## config.mk

```make
export PLATFORM = sky130hd
export DESIGN_NAME = pipe_reg_stage
export DESIGN_NICKNAME = d
export VERILOG_FILES = /design/src/rtl/pipe_reg_stage.sv
export SDC_FILE = /design/constraint.sdc
export NUM_CORES = 1
export LEC_CHECK = 0
export BUFFER_PORTS_ARGS = -buffer_cell sky130_fd_sc_hd__buf_2
export CAP_MARGIN = 20
export CORE_MARGIN = 5
export CORE_UTILIZATION = 50
export DETAILED_ROUTE_END_ITERATION = 10
export PLACE_DENSITY = 0.74
export SYNTH_ARGS = -nofsm -noshare
export SYNTH_HDL_FRONTEND = slang
export SYNTH_SLANG_ARGS = --single-unit
export TNS_END_PERCENT = 20
```

## constraint.sdc

```tcl
create_clock -name clk -period 2.63 [get_ports clk]
set_clock_uncertainty 0.05 [all_clocks]
set_input_delay 0.6575 -clock clk [delete_from_list [all_inputs] [get_ports clk]]
set_output_delay 0.6575 -clock clk [all_outputs]
set_load 0.01 [all_outputs]
```

## src/rtl/pipe_reg_stage.sv

```systemverilog
// pipe_reg_stage: valid/ready pipeline register with 2-entry skid buffer, flush and saturating stall counter
module pipe_reg_stage #(
   parameter int DATA_WIDTH = 64,
   parameter int CNT_WIDTH  = 16
) (
   input  logic                  clk,
   input  logic                  rst,
   input  logic                  flush,
   input  logic                  in_valid,
   input  logic [DATA_WIDTH-1:0] in_data,
   output logic                  in_ready,
   output logic                  out_valid,
   output logic [DATA_WIDTH-1:0] out_data,
   input  logic                  out_ready,
   output logic [1:0]            occupancy,
   output logic [CNT_WIDTH-1:0]  stall_cnt
);
   localparam logic [1:0] S_EMPTY = 2'd0;
   localparam logic [1:0] S_ONE   = 2'd1;
   localparam logic [1:0] S_FULL  = 2'd2;
   logic [1:0]            r_state;
   logic [DATA_WIDTH-1:0] r_main;
   logic [DATA_WIDTH-1:0] r_skid;
   logic [CNT_WIDTH-1:0]  r_cnt;
   logic                  w_accept;
   logic                  w_drain;
   logic                  w_stall;
   // state encoding equals occupancy, so outputs are plain decodes of registers
   assign occupancy = r_state;
   assign out_valid = r_state != S_EMPTY;
   assign in_ready  = r_state != S_FULL;
   assign out_data  = r_main;
   assign stall_cnt = r_cnt;
   assign w_accept  = in_valid & in_ready;
   assign w_drain   = out_valid & out_ready;
   assign w_stall   = out_valid & ~out_ready;
   always_ff @(posedge clk) begin
      if (!rst) begin
         r_state <= S_EMPTY;
         r_main  <= '0;
         r_skid  <= '0;
         r_cnt   <= '0;
      end else begin
         if (w_stall && r_cnt != {CNT_WIDTH{1'b1}}) r_cnt <= r_cnt + 1'b1;
         if (flush) begin
            r_state <= S_EMPTY;
            r_main  <= '0;
            r_skid  <= '0;
         end else if (w_accept && (r_state == S_EMPTY || w_drain)) begin
            r_state <= S_ONE;
            r_main  <= in_data;
         end else if (w_accept) begin
            r_state <= S_FULL;
            r_skid  <= in_data;
         end else if (w_drain) begin
            // FULL promotes skid to main; ONE empties to an all-zero bubble
            r_state <= r_state - 2'd1;
            r_main  <= (r_state == S_FULL) ? r_skid : '0;
            r_skid  <= '0;
         end
      end
   end
endmodule

```

==> summary.md <==
| Metric | Value |
|---|---|
| Status | `finished clean` |
| N_diodes | `0` |
| Global-route usage over all layers | `0.237` |
| Fmax | `398 MHz` |
| Initial antenna violation count | `1` |
| Via count | `5710` |
| Largest net degree at the start of global routing | `61` |
| DP HPWL | `10700 um` |
| Most frequent cells in the layout | `buf_2 (152), dfxtp_1 (146), nand2_1 (99)` |
| Clk slew on worst S/H paths | `0.06 ns` |
| Die ar. | `13700 um2` |
| Unique masters post-synth | `43` |
| Worst Setup EP | `in_ready` |
| Crit path capture type | `primary output` |
| CTS max path bufs | `2` |
| Die height | `117 um` |
| Final Setup Violations | `0` |
| CP Class | `reg -> out` |
| Worst slew pin tran | `1.06 ns` |
| RSZ-0062 raised after global routing | `no` |
| Seq cells post-synth | `146` |
| Worst-path fanout max | `30` |
| CP startpoint kind | `flip-flop` |
| Max-slew violations | `0` |
| WP buf/inv | `4` |
| Area Overhead vs Synth | `24.6%` |
| Grt ovf | `0` |
| Final hold viol count | `0` |
| Post-Synthesis Net Count | `743` |
| Final hold slack | `0.408 ns` |
| Worst hold path class | `reg -> reg` |
| Vias/cell | `6.00` |
| Avg WL per Cell | `17.0 um` |
| Mapped Area | `5750 um2` |
| Reg2reg setup slack | `0.26 ns` |
| Max Cap Viol | `0` |
| Clock Latency Late Sink | `0.41 ns` |
| Fin crit period | `2.51 ns` |
| Top FF cell, synth | `dfxtp_1` |
| Most common cell after layout, fill and taps aside | `buf_2` |
| Die width | `117 um` |
| Path depth of the worst reg2reg path | `6` |
| Clock sink count | `146` |
| Port-buffer cells | `152` |
| Vias in the first global route | `5403` |
| TNS Setup | `0 ns` |
| 1st-iter DRT viols | `639` |
| Post-synth EDFFs | `0` |
| Syn Inst Count | `671` |
| Core Region | `11300 um2` |
| Cell family with most CP delay | `buffers and inverters` |
| Asr flop ratio synth | `0` |
| CTS tree | `done` |
| Yosys warns | `0` |
| Crit-path cells | `inv_1 > ha_2 > buf_6 > inv_1 > buf_2` |
| Post-route DRC | `0` |
| IO Count | `153` |
| CP dominant cell by count | `inv_1` |
| Syn_area_per_cell | `8.56 um2` |
| Fillers | `971` |
| Worst path depth | `5` |
| R2r endpoint | `r_skid[58]$_SDFFE_PP0P_` |
| Final GP Congestion | `0.896` |
| Relative slew slack | `0.292` |
| First-pass GRT wire length | `26000 um` |
| Critical Path Start | `occupancy[0]$_SDFFE_PP0P_` |
| Final period util | `0.956` |
| Slowest stage delay, CP | `0.38 ns` |
| Pleak | `2.84 nW` |
| WP data required | `1.92 ns` |
| Slowest-stage cell, CP | `ha_2` |
| Number of nets with antenna violations after routing | `0` |
| Root buf cell | `clkbuf_16` |
| Layout cell share with drive strength beyond 1 | `0.258` |
| Crit path arrival time | `1.81 ns` |
| CTS H-Tree Depth | `4` |
| RR Startpoint | `occupancy[0]$_SDFFE_PP0P_` |
| DRT Pass-1 Iters | `7` |
| Max rail drop VDD | `0.000439 V` |
| Total Routed Length | `16200 um` |
| Initial core utilization | `0.508` |
| Row count | `39` |
| Net count, final | `871` |
| CTS buffer count | `17` |
| Register area share after synthesis | `0.509` |
| Power Density | `701 nW/um2` |
| Setup bufs post-CTS | `0` |
[what timing repair did]
item / 4_1_cts / 5_1_grt
hold buffers: 0 / 0
endpoints found under the setup margin: 0 / 1
gates resized for setup: 0 / 1
[through the flow]
step / total power [W] / utilization / worst slack [ns] / area [um2] / instances
detailed placement: 0.00286 / 0.585 / 0.232 / 6620 / 923
global route: 0.00518 / 0.632 / 0.0154 / 7160 / 952
CTS: 0.00504 / 0.632 / 0.0100 / 7160 / 952
finish: 0.00502 / 0.632 / 0.117 / 7160 / 952
global placement: 0.00285 / 0.585 / 0.247 / 6620 / 923
floorplan: 0.00265 / - / 0.698 / 5750 / 671
[synth_stat cells, drive strengths merged (2+ instances only)]
| library cell | count | share of area |
|---|---|---|
| o21ai | 47 | 0.041 |
| dfxtp | 146 | 0.51 |
| nand2 | 99 | 0.065 |
| clkbuf | 39 | 0.025 |
| nand4 | 6 | 0.0091 |
| ha | 3 | 0.0065 |
| nor4 | 2 | 0.0048 |
| a31oi | 2 | 0.0022 |
| nor3b | 2 | 0.0026 |
| mux2i | 4 | 0.0070 |
| nand2b | 6 | 0.0065 |
| buf | 20 | 0.018 |
| nand3 | 6 | 0.0052 |
| a222oi | 25 | 0.044 |
| nor2 | 72 | 0.047 |
| a211oi | 4 | 0.0052 |
| a221oi | 40 | 0.061 |
| and3 | 2 | 0.0022 |
| nor3 | 46 | 0.041 |
| and4 | 2 | 0.0030 |
| o211ai | 2 | 0.0026 |
| o31ai | 4 | 0.0052 |
| inv | 6 | 0.0039 |
| a21oi | 72 | 0.063 |
| or3 | 2 | 0.0022 |
[state kept, by name (all words and copies together) (netlist names)]
signal     flops
out_data      64
stall_cnt     16
r_skid        64
occupancy      2
[kinds of logic (layout without fill, tap and decap cells)]
family                   count (synthesis)  after routing  synth area share
multiplexers                             4              4           0.00697
buffers and inverters                   66            204            0.0479
AND/OR/NAND/NOR                        250            250             0.196
flip-flops                             146            146             0.509
AO/OA/AOI/OAI                          201            201             0.231
adder cells (fa/ha/maj)                  3              3           0.00653
XOR/XNOR                                 1              1           0.00283
[worst min path at each step]
stage / start / endpoint / slack, ns / depth (start not counted)
after floorplan: r_skid[0]$_SDFFE_PP0P_ / r_skid[0]$_SDFFE_PP0P_ / 0.39 / 2
after global placement: r_skid[8]$_SDFFE_PP0P_ / r_skid[8]$_SDFFE_PP0P_ / 0.39 / 2
after detailed placement: r_skid[3]$_SDFFE_PP0P_ / r_skid[3]$_SDFFE_PP0P_ / 0.40 / 2
after CTS: r_skid[63]$_SDFFE_PP0P_ / r_skid[63]$_SDFFE_PP0P_ / 0.41 / 2
after global routing: r_skid[13]$_SDFFE_PP0P_ / r_skid[13]$_SDFFE_PP0P_ / 0.43 / 2
final: r_skid[5]$_SDFFE_PP0P_ / r_skid[5]$_SDFFE_PP0P_ / 0.41 / 2
[layout make-up]
class	instances	area, um2	area share
Sequential cell	146	2920	0.408
Multi-Input combinational cell	459	2600	0.363
Timing Repair Buffer	168	897	0.125
Clock buffer	22	474	0.0662
Tap cell	143	179	0.0250
Clock inverter	7	60.1	0.00839
Inverter	7	26.3	0.00367
[per-layer routing]
| layer | vias to the layer above | share of wire | global-route usage |
|---|---|---|---|
| li1 | 2694 | - | - |
| met1 | 2698 | 0.41 | 0.309 |
| met2 | 290 | 0.47 | 0.377 |
| met3 | 26 | 0.10 | 0.0668 |
| met4 | 2 | 0.016 | 0.0872 |
| met5 | - | 0.00080 | 0 |
[tightest hold or removal path, delay by kind of cell (launching register included)]
kind | cells | cell delay, ns
simple gates | 1 | 0.05
compound gates | 1 | 0.05
flops | 1 | 0.31
[where the power goes]
group / switching (W) / internal [W] / leakage, nW
sequential: 0.0000296 / 0.00227 / 1.18
combinational: 0.000328 / 0.000189 / 1.38
clock: 0.000856 / 0.00135 / 0.271
total: 0.00121 / 0.00380 / 2.84
Note: power is estimated with default switching activity, not from simulation.
